[config.mk]
export PLATFORM = sky130hd
export DESIGN_NAME = fixed_to_float
export DESIGN_NICKNAME = d
export VERILOG_FILES = /design/src/rtl/fixed_to_float.sv
export SDC_FILE = /design/constraint.sdc
export NUM_CORES = 1
export LEC_CHECK = 0
export ABC_AREA = 1
export BUFFER_PORTS_ARGS = -buffer_cell sky130_fd_sc_hd__buf_2
export CORE_MARGIN = 8
export CORE_UTILIZATION = 54
export CTS_CLUSTER_SIZE = 14
export DETAILED_ROUTE_END_ITERATION = 7
export GPL_ROUTABILITY_DRIVEN = 0
export PLACE_DENSITY_LB_ADDON = 0.3
export SYNTH_ARGS = -nofsm -noshare
export SYNTH_HDL_FRONTEND = slang
export SYNTH_SLANG_ARGS = --single-unit
[constraint.sdc]
create_clock -name clk -period 1.7 [get_ports clk]
set_input_delay 0.085 -clock clk [delete_from_list [all_inputs] [get_ports clk]]
set_output_delay 0.085 -clock clk [all_outputs]
set_load 0.02 [all_outputs]
[src/rtl/fixed_to_float.sv]
// fixed_to_float: iterative unsigned-integer to {E,M} minifloat encoder with valid/ready on both sides
module fixed_to_float #(
  parameter int IN_W  = 16,
  parameter int EXP_W = 3,
  parameter int MAN_W = 5
) (
  input  logic                   clk,
  input  logic                   rst,
  input  logic                   in_valid,
  output logic                   in_ready,
  input  logic [IN_W-1:0]        in_data,
  output logic                   out_valid,
  input  logic                   out_ready,
  output logic [EXP_W+MAN_W-1:0] out_data,
  output logic                   inexact,
  output logic                   overflow
);
  typedef enum logic [1:0] {IDLE, SHIFT, DONE} state_t;
  state_t stateQ, stateD;
  logic [IN_W-1:0] acc;
  logic [EXP_W-1:0] exp;
  logic sticky, fits, sat;
  always_comb begin
    fits = acc[IN_W-1:MAN_W] == '0;
    sat = exp == '1;
    stateD = stateQ == IDLE  ? (in_valid ? SHIFT : IDLE) :
             stateQ == SHIFT ? (fits || sat ? DONE : SHIFT) :
                               (out_ready ? IDLE : DONE);
    in_ready = stateQ == IDLE && !rst;
    out_valid = stateQ == DONE;
  end
  always_ff @(posedge clk) begin
    if (rst) begin
      stateQ <= IDLE;
      acc <= '0;
      exp <= '0;
      sticky <= 1'b0;
      out_data <= '0;
      inexact <= 1'b0;
      overflow <= 1'b0;
    end else begin
      stateQ <= stateD;
      if (stateQ == IDLE && in_valid) begin
        acc <= in_data;
        exp <= '0;
        sticky <= 1'b0;
      end
      // a small value wins over exp saturation so 3969..4095 truncate instead of overflowing
      if (stateQ == SHIFT) begin
        if (fits) begin
          out_data <= {exp, acc[MAN_W-1:0]};
          inexact <= sticky;
          overflow <= 1'b0;
        end else if (sat) begin
          out_data <= '1;
          inexact <= 1'b0;
          overflow <= 1'b1;
        end else begin
          acc <= acc >> 1;
          exp <= exp + 1'b1;
          sticky <= sticky | acc[0];
        end
      end
    end
  end
endmodule
==> results of run 1 <==
[area by class of cell]
| type | instances | area share [%] |
|---|---|---|
| clock buffers | 6 | 2.18 |
| clock inverters | 2 | 1.85 |
| inverters | 9 | 1.78 |
| multi-input cells | 173 | 46.8 |
| flip-flops and latches | 32 | 33.8 |
| well taps | 33 | 2.18 |
| repair buffers | 37 | 11.4 |
[routing by layer]
metal	track usage [%]	vias to the layer above	part of all wire [%]
li1	-	799	-
met1	17.8	658	47
met2	24.8	31	46
met3	5.72	8	5.3
met4	6.24	0	1.6
met5	0	-	0
[synth_stat cells (4+ instances only)]
library cell	n	area (sq um)
o21ai_0	10	50.1
nand3_2	9	90.1
dfxtp_1	32	641
inv_1	6	22.5
nand2_2	4	25.0
nor2_1	34	128
a21oi_1	15	75.1
nand2_1	49	184
buf_2	5	25.0
nand3_1	28	140
nor2_2	12	75.1
[sequential cells by signal, indices dropped and copies added (netlist names)]
name and count:
sticky 1, inexact 1, out_data 8, exp 3, overflow 1, acc 16
stateQ 2
[placed cells by master (no fill, tap or decap), types with 2 or more instances in the layout]
master and n:
a21boi_0 2, a21oi_1 15, buf_2 31, buf_4 4, clkbuf_4 5, dfxtp_1 32
ha_1 2, inv_1 6, inv_2 2, nand2_1 49, nand2_2 4, nand3_1 28
nand3_2 9, nor2_1 34, nor2_2 12, nor2_4 2, o21ai_0 10
[power by group]
part	internal [uW]	total, uW	switching (uW)
logic	298	795	497
clock network	308	573	265
registers	866	959	93.0
total	1470	2330	855
[cell families after synthesis]
kind of cell / Yosys count
flops: 32
buf+inv: 20
compound gates: 28
fa+ha+maj: 2
simple gates: 143
[path summary, 6_finish.rpt]
path | startpoint | to | slack [ns] | cells after the start
max reg2reg | exp[0] | acc[6] | 0.19 | 7
min | out_ready | stateQ[1] | 0.06 | 4
min reg2reg | overflow | overflow | 0.46 | 2
max | exp[0] | acc[6] | 0.19 | 7
[worst reg2reg max path, stage by stage, from the launching register on]
cell and delay [ns]:
dfxtp_1 0.34, ha_1 0.20, ha_1 0.20, inv_1 0.17, nand3_4 0.10, buf_12 0.18, nor2_1 0.16, nor2_2 0.06
[what timing repair did]
| action | CTS | global route |
|---|---|---|
| endpoints found under the hold margin | 4 | 0 |
| endpoints found under the setup margin | 0 | 0 |
| hold buffers | 1 | 0 |
[through the flow]
step / worst slack (ns) / utilization [%]
after floorplan: 0.291 / -
after global placement: 0.221 / 60.7
after detailed placement: 0.207 / 60.7
after CTS: 0.182 / 63.6
after global routing: 0.0675 / 63.6
final: 0.187 / 63.6
==> results.sh, run 1 <==
export IMPL_design_die_area_sq_mm=0.00509
export IMPL_num_rows=20
export IMPL_power_density_mw_per_mm2=1230
export IMPL_grt_first_pass_wirelength_mm=6.24
export IMPL_synthSimpleGateAreaFrac_pct=43.1
export IMPL_io_pins=32
export IMPL_critPathTopFamily="adder cells"
export IMPL_synthArstFlopShare_pct=0
export IMPL_cp_max_fo=36
export IMPL_fin_skew_ns=0.00659
export IMPL_synth_avg_cell_area_sq_um=7.36
export IMPL_critPathLaunchType="flop"
export IMPL_drive_gt1_share_pct=29.3
export IMPL_crit_required_ns=1.94
export IMPL_fillers=273
export IMPL_cap_violations=0
export IMPL_vias_per_cell=5.12
export IMPL_max_freq_mhz=661
export IMPL_synthesis_area_sq_mm=0.00166
export IMPL_grt_pass1_vias=1385
export IMPL_end_kind="flop"
export IMPL_cts_root_buf="clkbuf_4"
export IMPL_worstSkewPairLatency_ns=0.34
export IMPL_track_usage_pct=15.4
export IMPL_path_cells="ha_1 > ha_1 > inv_1 > nand3_4 > buf_12 > nor2_1 > nor2_2"
export IMPL_critical_path_class="flop to flop"
export IMPL_ys_seq_elements=32
export IMPL_multi_input_area_sq_um=887
export IMPL_ir_worst_vdd_mv=0.776
export IMPL_crit_top_cell="ha_1"
export IMPL_htreeDepth=2
export IMPL_slew_viol_final=0
export IMPL_die_w_um=71.4
export IMPL_die_y_um=71.4
export IMPL_tns_ns=0
export IMPL_final_design_area_no_fill_sq_mm=0.00189
export IMPL_slew_headroom_pct=74.2
export IMPL_outcome="completed"
export IMPL_ys_warn_count=0
export IMPL_cts_buffer_depth=2
export IMPL_synth_edf_count=0
export IMPL_dr_pass1_iters=4
export IMPL_coreArea_sq_mm=0.00298
export IMPL_setup_violations=0
export IMPL_rsz0062_at_grt="false"
export IMPL_hpwl_mm=2.58
export IMPL_finalCritPeriodShare_pct=89.0
export IMPL_ys_types=27
export IMPL_min_period_ns=1.51
export IMPL_hold_class="input pin to flop"
export IMPL_synth_top_family_by_area="simple AND/OR/NAND/NOR gates"
export IMPL_path_clk_slew_ns=0.10
export IMPL_drc=0
export IMPL_portBuffers=31
export IMPL_worst_slew_pin_slew_ns=0.384
export IMPL_crit_path_top_delay_cell="dfxtp_1"
export IMPL_synth_area_mux_share_pct=0
export IMPL_placed_area_sq_mm=0.00181
export IMPL_syn2layout_area_growth_pct=14.4
export IMPL_drt_initial_drc_count=155
export IMPL_fin_nets=280
export IMPL_cts_sinks=32
export IMPL_syn_nets=247
export IMPL_hold_worst_slack_ns=0.0631
export IMPL_grt_max_degree=37
export IMPL_vias=1496
export IMPL_initial_core_util_pct=55.6
export IMPL_antenna_found_initial=0
export IMPL_p_total_uw=2330
export IMPL_diodes=0
export IMPL_ys_seq_area_share_pct=38.7
export IMPL_postCtsSetupBuffers=0
export IMPL_cts_tree="done"
export IMPL_synthXorXnorAreaFrac_pct=0
export IMPL_cts_buffers=5
export IMPL_cp_num_buf_inv=2
export IMPL_cellLeakagePower_uw=0.000946
export IMPL_crit_arrival_ns=1.76
export IMPL_wirelength_mm=3.62
export IMPL_dp_cells=283
export IMPL_ctsResizeCount=0
export IMPL_slowest_delay_ns=0.34
export IMPL_post_synth_fa_ha_maj_area_fraction_pct=1.51
export IMPL_synth_flop_cell="dfxtp_1"
export IMPL_stdcell_count=292
export IMPL_wl_per_cell_um=12.4
export IMPL_hold_viol_final=0
export IMPL_seq_area_sq_um=641
export IMPL_gr_total_overflow=0
export IMPL_synth_compound_area_share_pct=8.99
export IMPL_netlist_instances=225
export IMPL_ant_nets=0
No activity file was read; power rests on OpenSTA's default activity.
==> run 2, diff against run 1 <==
- ABC_AREA: 1 -> unset
- CORE_UTILIZATION: 54 -> 53
==> results.sh, run 2 <==
export IMPL_hold_viol_final=0
export IMPL_cp_max_fo=6
export IMPL_ir_worst_vdd_mv=1.12
export IMPL_r2r_slack_ns=-0.07
export IMPL_critPathLaunchType="flop"
export IMPL_gr_total_overflow=0
export IMPL_grt_first_pass_wirelength_mm=7.24
export IMPL_cts_tree="done"
export IMPL_final_design_area_no_fill_sq_mm=0.00226
export IMPL_synth_edf_count=0
export IMPL_yosys_cell_count_top_type="dfxtp_1"
export IMPL_cts_root_buf="clkbuf_4"
export IMPL_finalCritPeriodShare_pct=104
export IMPL_fin_nets=232
export IMPL_wirelength_mm=4.63
export IMPL_hpwl_mm=2.85
export IMPL_crit_required_ns=1.94
export IMPL_tns_ns=-1.46
export IMPL_dp_slack_ns=-0.0758
export IMPL_synth_common_cells="dfxtp_1 (32), mux2i_1 (25), o31ai_1 (17)"
export IMPL_die_y_um=70.3
export IMPL_worst_slew_pin_slew_ns=0.405
export IMPL_die_w_um=70.3
export IMPL_drt_initial_drc_count=89
export IMPL_synth_flop_cell="dfxtp_1"
export IMPL_syn2layout_area_growth_pct=44.2
export IMPL_drc=0
export IMPL_hold_worst_slack_ns=0.0768
export IMPL_startpoint="acc[8]"
export IMPL_outcome="finished with violations"
export IMPL_fin_skew_ns=0.00734
export IMPL_min_period_ns=1.77
export IMPL_synthesis_area_sq_mm=0.00157
export IMPL_ys_warn_count=0
export IMPL_max_freq_mhz=564
export IMPL_crit_arrival_ns=2.02
export IMPL_portBuffers=31
export IMPL_mostFrequentLayoutCells="buf_2 (31), dfxtp_1 (30), mux2i_1 (25), buf_4 (21), nor2b_1 (12)"
export IMPL_reg_top3="acc x16, out_data x8, exp x3"
export IMPL_final_common_cell="buf_2"
export IMPL_htreeDepth=2
export IMPL_hold_path_depth=3
export IMPL_largest_register_ffs=16
export IMPL_end_kind="flop"
export IMPL_ys_seq_area_share_pct=40.9
export IMPL_synthTopCellsByArea="dfxtp_1 (41%), mux2i_1 (16%), o31ai_1 (8.2%)"
export IMPL_worstReg2RegStart="acc[8]"
export IMPL_wl_per_cell_um=19.1
export IMPL_grt_max_degree=22
export IMPL_violations="negative setup slack"
export IMPL_hp_start="in_data[15]"
export IMPL_synth_avg_cell_area_sq_um=9.78
export IMPL_yosysTopAreaCellShare_pct=40.9
export IMPL_dr_pass1_iters=4
export IMPL_coreArea_sq_mm=0.00278
export IMPL_worstSkewPairLatency_ns=0.34
export IMPL_vias=1522
export IMPL_ys_seq_elements=32
export IMPL_path_clk_slew_ns=0.09
export IMPL_setup_violations=31
export IMPL_ys_types=30
export IMPL_power_density_mw_per_mm2=1070
export IMPL_critical_path_class="flop to flop"
export IMPL_num_rows=19
export IMPL_post_route_util_pct=81.2
export IMPL_cts_sinks=32
export IMPL_placed_area_sq_mm=0.00185
export IMPL_setup_slack_ns=-0.0740
export IMPL_rr_worst_depth=4
export IMPL_syn_nets=182
export IMPL_cap_violations=0
export IMPL_synthArstFlopShare_pct=0
export IMPL_cts_buffers=5
export IMPL_slew_viol_final=0
export IMPL_cts_buffer_depth=2
export IMPL_antenna_found_initial=0
export IMPL_design_die_area_sq_mm=0.00495
export IMPL_netlist_instances=160
export IMPL_vias_per_cell=6.29
export IMPL_initial_core_util_pct=56.3
export IMPL_slew_headroom_pct=73.0
export IMPL_synth_largest_area_cell="dfxtp_1"
export IMPL_grt_pass1_vias=1552
export IMPL_diodes=0
export IMPL_ant_nets=0
export IMPL_rsz0062_at_grt="true"
export IMPL_io_pins=32
export IMPL_track_usage_pct=17.7
export IMPL_cellLeakagePower_uw=0.000970
export IMPL_hold_class="input pin to flop"
export IMPL_max_flop_register="acc"
export IMPL_drive_gt1_share_pct=46.9
[run 2: cell count changes after synthesis, sizes merged, moves of 12 or more]
cell   change
nand2     -47
mux2i     +25
nand3     -32
o31ai     +17
nor2b     +12
nor2      -44
a21oi     -16
[run 2: routing by layer]
layer	vias up	global-route usage, %	share of wire, %
li1	709	-	-
met1	752	19.6	40
met2	50	29.7	52
met3	11	4.66	5.8
met4	0	10.3	1.8
met5	-	0	0
[run 2: cell type report]
class / instances / area (sq um)
timing repair buffer: 58 / 379
clock inverter: 2 / 35.0
inverter: 1 / 3.75
sequential: 32 / 643
multi-input combinational: 112 / 1120
tap: 31 / 38.8
fill: 159 / 524
clock buffer: 6 / 41.3
[run 2: path summary, 6_finish.rpt]
path                                    end
worst min-delay path                acc[15]
worst min register to register  out_data[1]
worst max-delay path              stateQ[0]
worst max register to register    stateQ[0]
[run 2: worst max-delay path: stages, from the launching register on]
cell     delay [ns]
dfxtp_2        0.33
or4_4          0.58
o31a_1         0.42
buf_6          0.18
o21a_1         0.17
[run 2: cells by family after synthesis]
group           synth area share, %
compound gates                 19.0
mux                            17.4
simple gates                   15.8
flops                          40.9
fa+ha+maj                      1.60
buf+inv                        5.20
[run 2: power breakdown]
group	internal [uW]	switching (uW)	leakage, uW
Combinational	418	533	0.000666
Clock	308	266	0.0000422
Sequential	827	67.5	0.000261
Total	1550	866	0.000970
[run 2: per-stage QoR]
| step | power, uW | cells |
|---|---|---|
| floorplan | 1310 | 160 |
| global placement | 1510 | 227 |
| detailed placement | 1550 | 227 |
| CTS | 2220 | 238 |
| global route | 2510 | 242 |
| finish | 2420 | 242 |
[run 2: what timing repair did]
action | 4_1_cts | 5_1_grt
buffers inserted | 1 | 2
hold buffers | 1 | 0
resized for setup | 22 | 37
gates cloned | 1 | 2
endpoints found under the setup margin | 19 | 32
hold endpoints to repair | 1 | 0
pin swaps | 5 | 20
==> run 3, diff against run 2 <==
- CORE_ASPECT_RATIO: unset -> 0.75
==> results.sh, run 3 (synthesized netlist as in run 2, its figures left out) <==
export IMPL_htreeDepth=2
export IMPL_cp_max_fo=5
export IMPL_crit_top_cell="or4_4"
export IMPL_hp_start="in_data[15]"
export IMPL_ir_worst_vdd_mv=0.756
export IMPL_setup_slack_ns=-0.104
export IMPL_antenna_found_initial=0
export IMPL_stdcell_count=245
export IMPL_cts_buffer_depth=2
export IMPL_wirelength_mm=4.69
export IMPL_die_w_um=78.8
export IMPL_largest_register_ffs=16
export IMPL_hold_worst_slack_ns=0.0911
export IMPL_max_freq_mhz=554
export IMPL_portBuffers=31
export IMPL_end_kind="flop"
export IMPL_track_usage_pct=18.2
export IMPL_placed_area_sq_mm=0.00185
export IMPL_io_pins=32
export IMPL_coreArea_sq_mm=0.00287
export IMPL_final_common_cell="buf_2"
export IMPL_outcome="finished with violations"
export IMPL_critical_path_class="flop to flop"
export IMPL_max_flop_register="acc"
export IMPL_dp_cells=233
export IMPL_worstReg2RegEnd="out_data[0]"
export IMPL_rsz0062_at_grt="true"
export IMPL_critPathLaunchType="flop"
export IMPL_min_period_ns=1.80
export IMPL_path_cells="or4_4 > or4_4 > mux2i_2"
export IMPL_worst_slew_pin_slew_ns=0.555
export IMPL_slew_headroom_pct=63.0
export IMPL_drive_gt1_share_pct=47.8
export IMPL_hold_path_depth=3
export IMPL_fin_nets=228
export IMPL_critPathTopFamily="simple AND/OR/NAND/NOR gates"
export IMPL_vias=1474
export IMPL_worstSkewPairLatency_ns=0.30
export IMPL_cts_tree="done"
export IMPL_crit_path_top_delay_cell="or4_4"
export IMPL_num_rows=17
export IMPL_hold_viol_final=0
export IMPL_hold_end="acc[15]"
export IMPL_reg_top3="acc x16, out_data x8, exp x3"
export IMPL_r2r_slack_ns=-0.10
export IMPL_design_die_area_sq_mm=0.00497
export IMPL_diodes=0
export IMPL_initial_core_util_pct=54.5
export IMPL_syn2layout_area_growth_pct=44.3
export IMPL_drt_initial_drc_count=119
export IMPL_mostFrequentLayoutCells="buf_2 (31), dfxtp_1 (29), mux2i_1 (24), buf_4 (19), nor2b_1 (12)"
export IMPL_cts_sinks=32
export IMPL_final_design_area_no_fill_sq_mm=0.00226
export IMPL_grt_pass1_vias=1533
export IMPL_cts_root_buf="clkbuf_8"
export IMPL_cellLeakagePower_uw=0.000949
export IMPL_grt_max_degree=33
export IMPL_hold_class="input pin to flop"
export IMPL_hpwl_mm=2.78
export IMPL_worstReg2RegStart="acc[6]"
export IMPL_rr_worst_depth=3
export IMPL_fillers=184
export IMPL_finalCritPeriodShare_pct=106
export IMPL_path_clk_slew_ns=0.07
export IMPL_cts_buffers=5
export IMPL_fin_skew_ns=0.00763
export IMPL_power_density_mw_per_mm2=1080
export IMPL_slowest_delay_ns=0.58
export IMPL_drc=0
export IMPL_gr_total_overflow=0
export IMPL_slew_viol_final=0
export IMPL_cp_num_buf_inv=0
export IMPL_cap_violations=0
export IMPL_ant_nets=0
export IMPL_grt_first_pass_wirelength_mm=7.36
export IMPL_violations="negative setup slack"
export IMPL_vias_per_cell=6.02
export IMPL_crit_required_ns=1.87
export IMPL_dr_pass1_iters=4
export IMPL_post_route_util_pct=78.6
export IMPL_setup_violations=31
export IMPL_crit_arrival_ns=1.98
export IMPL_wl_per_cell_um=19.1
export IMPL_die_y_um=63.1
==> run 3: cell count changes in the layout (fill, tap and decap cells not counted), moves of 2 or more <==
cell / change
clkbuf_4: -5
o311ai_1: -3
o31ai_2: -2
buf_4: -2
buf_6: -2
ha_2: +2
ha_4: -2
clkbuf_8: +6
==> run 3: cell type report <==
cell class	count	area, sq um	share of cell area, %
Timing Repair Buffer	54	342	15.1
Inverter	1	3.75	0.166
Sequential cell	32	644	28.5
Clock inverter	2	10.0	0.443
Tap cell	38	47.5	2.11
Clock buffer	6	82.6	3.66
Multi-Input combinational cell	112	1130	50.0
==> run 3: routing by layer <==
layer	wire, um	part of all wire, %	global-route usage [%]
met5	0	0	0
met4	141	3.0	10.4
met3	239	5.1	4.67
met2	2310	49	29.9
met1	2000	43	20.9
==> run 3: report_power, final <==
group	switching, uW	leakage [uW]	internal [uW]
sequential	68.8	0.000262	828
combinational	537	0.000636	396
clock	296	0.0000510	323
==> run 3: stage by stage <==
step | setup TNS [ns] | total power [uW] | setup slack, ns
2_1_floorplan | -0.167 | 1310 | -0.0173
3_3_place_gp | -0.241 | 1510 | -0.0259
3_5_place_dp | -0.764 | 1540 | -0.0702
4_1_cts | -0.382 | 2220 | -0.0438
5_1_grt | -2.71 | 2550 | -0.163
6_report | -1.47 | 2450 | -0.104
==> run 3: repair_timing <==
item	in CTS	in global routing
resized for setup	14	43
buffers inserted	1	0
hold buffers	1	0
pin swaps	5	8
hold endpoints to repair	1	0
setup endpoints to repair	17	31
gates cloned	1	1
==> run 3: worst max path at each step <==
stage | endpoint | cells after the start | start
6_report | out_data[0] | 3 | acc[6]
5_1_grt | exp[0] | 4 | acc[6]
4_1_cts | exp[1] | 4 | acc[8]
3_5_place_dp | stateQ[1] | 4 | acc[8]
3_3_place_gp | overflow | 3 | acc[5]
2_1_floorplan | overflow | 4 | acc[5]
==> run 3: worst min-delay path, cell delays in order <==
cell,delay [ns]
buf_2,0.08
mux2i_1,0.05
nor3_1,0.12
